<file path="src/rtl/div_unit.sv">
// Multi-cycle 32-bit restoring divider for DIV/DIVU in the execute stage.
// Stalls the pipeline via pause and presents LO/HI with a one-cycle done.
module div_unit (
    input  logic        clk,
    input  logic        rst,
    input  logic        start,
    input  logic        signed_div,
    input  logic [31:0] dividend,
    input  logic [31:0] divisor,
    input  logic        annul,
    output logic        pause,
    output logic        done,
    output logic [31:0] lo,
    output logic [31:0] hi,
    output logic        div_by_zero
);

    typedef enum logic [1:0] {
        IDLE,
        BUSY,
        ZERO,
        DONE
    } state_t;

    state_t      state;
    state_t      state_nx;
    logic [4:0]  cnt;
    logic [64:0] work;
    logic [31:0] dvsr;
    logic        q_neg;
    logic        r_neg;

    logic        a_neg;
    logic        b_neg;
    logic [31:0] a_abs;
    logic [31:0] b_abs;
    logic [64:0] shifted;
    logic [32:0] trial;
    logic [64:0] work_step;
    logic [31:0] q_res;
    logic [31:0] r_res;
    logic        accept;

    assign a_neg = signed_div & dividend[31];
    assign b_neg = signed_div & divisor[31];
    assign a_abs = a_neg ? (~dividend + 32'd1) : dividend;
    assign b_abs = b_neg ? (~divisor + 32'd1) : divisor;

    // One restoring step: shift, trial-subtract, keep if non-negative
    assign shifted   = work << 1;
    assign trial     = shifted[64:32] - {1'b0, dvsr};
    assign work_step = trial[32] ? shifted
                                 : {trial, shifted[31:1], 1'b1};

    assign q_res = q_neg ? (~work_step[31:0] + 32'd1) : work_step[31:0];
    assign r_res = r_neg ? (~work_step[63:32] + 32'd1) : work_step[63:32];

    assign accept = start & ~annul;
    assign done   = (state == DONE);

    always_comb begin
        pause = 1'b0;
        unique case (state)
            IDLE:       pause = accept;
            BUSY, ZERO: pause = ~annul;
            default:    pause = 1'b0;
        endcase
        // Keep the stall request quiet while held in reset
        if (!rst) pause = 1'b0;
    end

    always_comb begin
        state_nx = state;
        unique case (state)
            IDLE: begin
                if (accept) state_nx = (divisor == 32'd0) ? ZERO : BUSY;
            end
            BUSY: begin
                if (annul)              state_nx = IDLE;
                else if (cnt == 5'd31)  state_nx = DONE;
            end
            ZERO:    state_nx = annul ? IDLE : DONE;
            DONE:    state_nx = IDLE;
            default: state_nx = IDLE;
        endcase
    end

    always_ff @(posedge clk or negedge rst) begin
        if (!rst) begin
            state       <= IDLE;
            cnt         <= 5'd0;
            work        <= 65'd0;
            dvsr        <= 32'd0;
            q_neg       <= 1'b0;
            r_neg       <= 1'b0;
            lo          <= 32'd0;
            hi          <= 32'd0;
            div_by_zero <= 1'b0;
        end else begin
            state <= state_nx;
            unique case (state)
                IDLE: begin
                    if (accept) begin
                        cnt <= 5'd0;
                        if (divisor == 32'd0) begin
                            work <= {33'd0, dividend};
                        end else begin
                            work  <= {33'd0, a_abs};
                            dvsr  <= b_abs;
                            q_neg <= a_neg ^ b_neg;
                            r_neg <= a_neg;
                        end
                    end
                end
                BUSY: begin
                    if (!annul) begin
                        work <= work_step;
                        cnt  <= cnt + 5'd1;
                        if (cnt == 5'd31) begin
                            lo          <= q_res;
                            hi          <= r_res;
                            div_by_zero <= 1'b0;
                        end
                    end
                end
                ZERO: begin
                    if (!annul) begin
                        lo          <= 32'hFFFF_FFFF;
                        hi          <= work[31:0];
                        div_by_zero <= 1'b1;
                    end
                end
                default: ;
            endcase
        end
    end

endmodule

</file>
<file path="config.mk">
export PLATFORM = sky130hd
export DESIGN_NAME = div_unit
export DESIGN_NICKNAME = d
export VERILOG_FILES = /design/src/rtl/div_unit.sv
export SDC_FILE = /design/constraint.sdc
export NUM_CORES = 1
export LEC_CHECK = 0
export CORE_ASPECT_RATIO = 0.7
export CORE_UTILIZATION = 45
export CTS_CLUSTER_DIAMETER = 40
export CTS_CLUSTER_SIZE = 25
export DETAILED_ROUTE_END_ITERATION = 16
export PLACE_DENSITY = 0.73
export SYNTH_ARGS = -nofsm -noshare
export SYNTH_HDL_FRONTEND = slang
export SYNTH_SLANG_ARGS = --single-unit
</file>
<file path="constraint.sdc">
create_clock -name clk -period 10.5 [get_ports clk]
set_input_delay 1.575 -clock clk [delete_from_list [all_inputs] [get_ports clk]]
set_output_delay 1.575 -clock clk [all_outputs]
set_load 0.02 [all_outputs]
</file>
Word level (Yosys, flattened, before mapping) --
Index checks and enable logic that the tools add are counted.
Word-level totals: register bits 170, bits of input ports 69, output and inout port bits 67, word-level logic and storage cells 75
Cells by class: $add $sub $neg 6, eq/ne operators 9, mux-type cells 32, bitwise logic cells 10, reductions and logical operators 9
Operator list (number):
- $mux 32 | 11
- $mux 64 | 3
- $add 32x1->32 const B | 4
- $not 32->32 | 4
- $pmux 32 s2 | 2
- $pmux 64 s2 | 1
- $sub 33x32->33 | 1
- $logic_not 32->1 | 1
- $mux 2 | 5
- $mux 5 | 2
- $pmux 5 s2 | 1
- $ne 2x2->1 const B | 4
- $pmux 2 s4 | 1
- $reduce_and 3->1 | 2
- $add 5x1->5 const B | 1
- $eq 5x5->1 const B | 1
- $eq 2x2->1 const B | 2
- $mux 1 | 4
- $pmux 1 s2 | 2
- $reduce_and 4->1 | 1
- $reduce_bool 2->1 | 2
- $and 1x1->1 | 3
- $ne 3x3->1 const B | 1
- $eq 2x1->1 const B | 1
- 5 further kinds | 6

Logic depth before layout (Yosys ltp) --
depth after elaboration 8, depth in mapped cells 20, gate-level depth less buffers 19

Worst setup path after synthesis --
OpenSTA, ideal clock, no wires.
path kind reg-to-reg, start point register work[31], end point register hi[28], library setup time 131 ps, arrival 4396 ps, required time 10369 ps, path slack 5973 ps, cell stages (with the launch flop) 21, path buffers 2, period minus slack after synthesis 4527 ps, cell sequence dfrtp_1 -> inv_1 -> ha_1 -> fa_1 -> nand2b_1 -> a21oi_2 -> o21ai_2 -> o211ai_1 -> a311oi_4 -> nor2_8 -> inv_2 -> buf_1 -> buf_1 -> a21oi_1 -> ha_1 -> inv_1 -> a21oi_1 -> or4b_4 -> o41ai_1 -> xnor2_1 -> o21ai_1
On the way: word-level cells in the longest chain between the ends 8
RTL lines:
- start, declared | line 28 | logic [64:0] work;
- start signal, assigned | line 106 | work <= {33'd0, dividend};
- start signal, assigned | line 108 | work <= {33'd0, a_abs};
- start signal, assigned | line 117 | work <= work_step;
- $sub 33x32->33 | line 51 | assign trial = shifted[64:32] - {1'b0, dvsr};
- $mux 64 * | line 52 | assign work_step = trial[32] ? shifted
- $not 32->32 | line 56 | assign r_res = r_neg ? (~work_step[63:32] + 32'd1) : work_step[63:32];
- $add 32x1->32 | line 56
- $mux 32 * | line 56
- $mux 32 * | line 119 | if (cnt == 5'd31) begin
- $mux 32 * | line 116 | if (!annul) begin
- $pmux 32 s2 * | line 101 | unique case (state)
- end signal, assigned | line 121 | hi <= r_res;
- end signal, assigned | line 129 | hi <= work[31:0];
- end, declared | line 14 | output logic [31:0] hi,
Every way passes the cells marked *; elsewhere a longest branch is shown, timed or not. The select of a mux whose other input is x is not followed. A chain may end at the register's enable or synchronous reset.

Worst setup path after layout --
Same ends and word-level chain as after synthesis.

==> impl_summary.md <==
Timing
The final hold violation count was 0. The tightest slew margin relative to the limit is a little over 20%. Setup violations remaining at the end of the flow were counted as 0. The sum of negative setup slack is 0 ns. Setup repair after global routing left no endpoint under its margin. Setup slack on the critical path of the routed design comes to between 4 and 5 ns. Static timing analysis puts the maximum clock frequency at 174 MHz.

The max-slew violation count came to 0. After layout, the worst path uses a little over half of the clock period. Clock skew on the completed layout was measured at ~0.014 ns.

For the finished layout, the period the worst path requires is around 5.8 ns. The transition time of the tightest slew-check pin is about 1.2 ns.

Worst setup path
The library cell contributing the largest single delay on the critical path is sky130_fd_sc_hd__nor2_8. The signal arrival time at the worst endpoint is slightly above 6 ns. The peak fanout along the critical path is 37. Walking the worst path, the cells encountered are inv_1 -> ha_1 -> fa_1 -> nand2b_1 -> a21oi_2 -> o21ai_2 -> o211ai_1 -> a311oi_4 -> nor2_8 -> inv_2 -> a21oi_1 -> ha_1 -> inv_1 -> a21oi_1 -> or4b_4 -> o41ai_1 -> xnor2_1 -> o21ai_1. The capture instance of the worst register-to-register path is hi[28]$_DFFE_PN0P_. The endpoint kind of the worst setup timing path is a flip-flop. The reg-to-reg startpoint is work[31]$_DFFE_PN0P_. The kind of critical path is reg2reg. The type of origin of the critical path is a flip-flop.

The longest individual stage delay on the worst path is 0.62 ns. The depth of the worst register-to-register path is 18. For flop-to-flop paths, the worst setup slack is between 4 and 5 ns. The required time at the endpoint of the critical path is approximately 11 ns.

Pwr
The post-layout total power is 4.09 mW. The power share of the clock group is about 15%. In this run switching power makes up a little under half of total power. In this run, flip-flops and latches consume around 29% of the power. The static power due to leakage is just under 6 nW. The internal power contribution is 2.16 mW. The combinational share of power is a little under three fifths. The switching power is between 1.5 and 2 mW. The total power density per cell area is just under 300 nW/um2.

The worst-case IR drop observed on VDD is 0.000209 V.

Clock tree
The source-to-sink clock delay at the later pin of the worst-skew pair is 0.45 ns. In this run the clock root is driven by a sky130_fd_sc_hd__clkbuf_16. Hold repair after CTS inserted 0 buffers. The maximum root-to-sink buffer count is 2. After clock tree synthesis, the clock-pin slew on the worst setup and hold paths is ~0.070 ns. The H-tree level count is 4. The TritonCTS clock tree is yes. Buffers added to address setup during post-CTS repair amount to 0. The count of cells resized by post-cts repair is 0.

The number of buffers added by the clock tree synthesis step is 17. The clock net in this run drives a total of between 150 and 200 sinks.

Cells and area
The leading cell type in the layout, fill and taps excluded is sky130_fd_sc_hd__o21ai_0. The fraction of layout cells with a size suffix above 1 is 4.02%. The final net count is 1,667. The layout overhead on the synthesized area is 17.7%.

In the layout the commonest cells are sky130_fd_sc_hd__o21ai_0 (179), sky130_fd_sc_hd__dfrtp_1 (170), sky130_fd_sc_hd__nand2_1 (155). The non-filler instance count after layout is around 1,900. The layout has 2,399 filler cells.

The number of antenna diodes in the final layout is 0.

Yosys
The most used flip-flop cell after synthesis is sky130_fd_sc_hd__dfrtp_1. Counting distinct cell types in the post-synthesis netlist gives 71. The post-synthesis async set-or-reset flop share is between 90% and 100%.

The sequential fraction of the synthesis area is 35.3%. The mean instance size in the synthesized netlist is 8.12 um2. The number of flops mapped to enable cells by yosys is 0. The synthesized design contains 170 register bits. The synthesized netlist cell count is between 1,000 and 1,500. The net count after synthesis is 1,595.

The number of warning messages in the yosys log is 0. The mapped cell area is approximately 12,000 um2.

Placement
The detailed placer's ending HPWL is approximately 26 mm. Timing analysis after detailed placement gives a worst setup slack of between 4 and 5 ns. The cell count after placement is 1,893. The count of buffers added on input and output ports is roughly 140. The last weighted congestion value of the routability-driven placer is around 0.95.

Detailed routing
The first TritonRoute pass finished after 5 iterations. The DRC violation total after the first TritonRoute iteration is between 1,000 and 1,500. The total routed wirelength is 35.7 mm. The DRC violation count after routing is 0. The via-per-instance ratio is between 5 and 6. Dividing the detail-routed wire length by the instance count gives roughly 19 um.

The count of nets left with antenna violations once routing finished came out at 0. The number of vias in the routed layout is approximately 11,000.

Floorplanning
The floorplan has 49 rows. The starting density of the core is 46.3%. In this run the vertical extent of the chip is about 140 um. The total I/O pin count is between 100 and 150. The die is between 150 and 200 um wide. The core region area is between 20,000 and 30,000 um2. The die area is 27,400 um2.

Global route
The global-route wire length before repair is about 58 mm. The most crowded layer after global routing is met2. In the global route stage, met2 resource usage came out at about two fifths. The initial antenna violation count is 0. The met3 demand-to-capacity share in global routing is 6.13%. Summed over all layers, the global routing overflow is 0.

The via count of the first global-routing pass came to around 11,000. The global routing met1 resource utilization is 38.2%. In the global route stage, overall resource usage came out at a little over a quarter. Entering global routing, the biggest net connects 141 pins.

Outcome
The run finished with clean final reports.

Worst hold path
For hold timing, the worst endpoint is dvsr[27]$_DFFE_PN0P_. The launch instance of the worst min-delay path is dvsr[27]$_DFFE_PN0P_. The worst hold path stage count is 2.

The kind of path behind the tightest hold check is reg2reg.

Flow run
The tool flagged a number of max-cap violations equal to 0.
-- state kept, by name, summed over array words and instances, names as in the netlist --
| name | cells |
|---|---|
| dvsr | 32 |
| q_neg | 1 |
| r_neg | 1 |
| lo | 32 |
| work | 64 |
| div_by_zero | 1 |
| hi | 32 |
| state | 2 |
| cnt | 5 |
-- per-layer routing --
metal,part of all wire (%),up-vias
met5,0,-
met4,1.4,0
met3,8.0,42
met2,44,467
met1,46,5535
li1,-,5448
-- worst max-delay path, delay by kind of cell, from the launching register on --
kind / cells / cell delay, ns
AND/OR/NAND/NOR: 3 / 1.36
buffers and inverters: 3 / 0.66
flip-flops: 1 / 0.44
AO/OA/AOI/OAI: 8 / 2.06
XOR/XNOR: 1 / 0.17
adder cells (fa/ha/maj): 3 / 0.87
-- cell families after synthesis --
family	after synthesis	synth area share [%]
buffers and inverters	147	4.67
and+or+nand+nor	468	18.4
muxes	32	2.68
AOI/OAI and AO/OA	481	24.1
xor gates and xnor gates	142	10.3
adders and majority gates	43	4.53
DFF	170	35.3
-- power groups by stage --
stage          clock [mW]  sequential, mW  combinational, mW
2_1_floorplan           0            1.21               1.47
3_3_place_gp            0            1.18               2.21
3_5_place_dp            0            1.18               2.24
4_1_cts             0.636            1.17               2.25
5_1_grt             0.665            1.21               2.50
6_report            0.631            1.18               2.28
-- synthesized netlist by cell type, types with 25 or more instances --
library cell | number | area [um2]
sky130_fd_sc_hd__dfrtp_1 | 170 | 4250
sky130_fd_sc_hd__nor3_1 | 27 | 135
sky130_fd_sc_hd__o21ai_0 | 179 | 896
sky130_fd_sc_hd__o31ai_1 | 29 | 218
sky130_fd_sc_hd__mux2i_1 | 30 | 300
sky130_fd_sc_hd__ha_1 | 42 | 526
sky130_fd_sc_hd__clkbuf_1 | 73 | 274
sky130_fd_sc_hd__a21oi_1 | 133 | 666
sky130_fd_sc_hd__nand3_1 | 62 | 310
sky130_fd_sc_hd__xnor2_1 | 63 | 552
sky130_fd_sc_hd__a22oi_1 | 25 | 188
sky130_fd_sc_hd__xor2_1 | 79 | 692
sky130_fd_sc_hd__inv_1 | 54 | 203
sky130_fd_sc_hd__nand2_1 | 155 | 582
sky130_fd_sc_hd__nor2_1 | 119 | 447
-- worst max-delay path by stage --
stage / start / end / cells past startpoint
global route: work[31]$_DFFE_PN0P_ / hi[28]$_DFFE_PN0P_ / 18
finish: work[31]$_DFFE_PN0P_ / hi[28]$_DFFE_PN0P_ / 18
CTS: work[31]$_DFFE_PN0P_ / hi[28]$_DFFE_PN0P_ / 18
detailed placement: work[31]$_DFFE_PN0P_ / hi[28]$_DFFE_PN0P_ / 18
floorplan: work[31]$_DFFE_PN0P_ / hi[28]$_DFFE_PN0P_ / 20
global placement: work[31]$_DFFE_PN0P_ / hi[28]$_DFFE_PN0P_ / 18
-- per-stage QoR --
step,hold slack (ns),area [um2],util (%)
final,0.480,14200,54.5
after global placement,0.466,13600,52.3
after global routing,0.512,14200,54.5
after CTS,0.490,14200,54.5
after floorplan,0.450,12000,-
after detailed placement,0.476,13600,52.3
-- final cells by class --
class / instances / area (um2) / share of cell area, %
clock buffer: 20 / 457 / 3.22
clock inverter: 12 / 114 / 0.803
inverter: 55 / 206 / 1.46
multi-input combinational: 1166 / 7250 / 51.2
sequential: 170 / 4250 / 30.0
tap: 357 / 447 / 3.15
timing repair buffer: 145 / 1440 / 10.2
No activity file was read; power rests on OpenSTA's default activity.
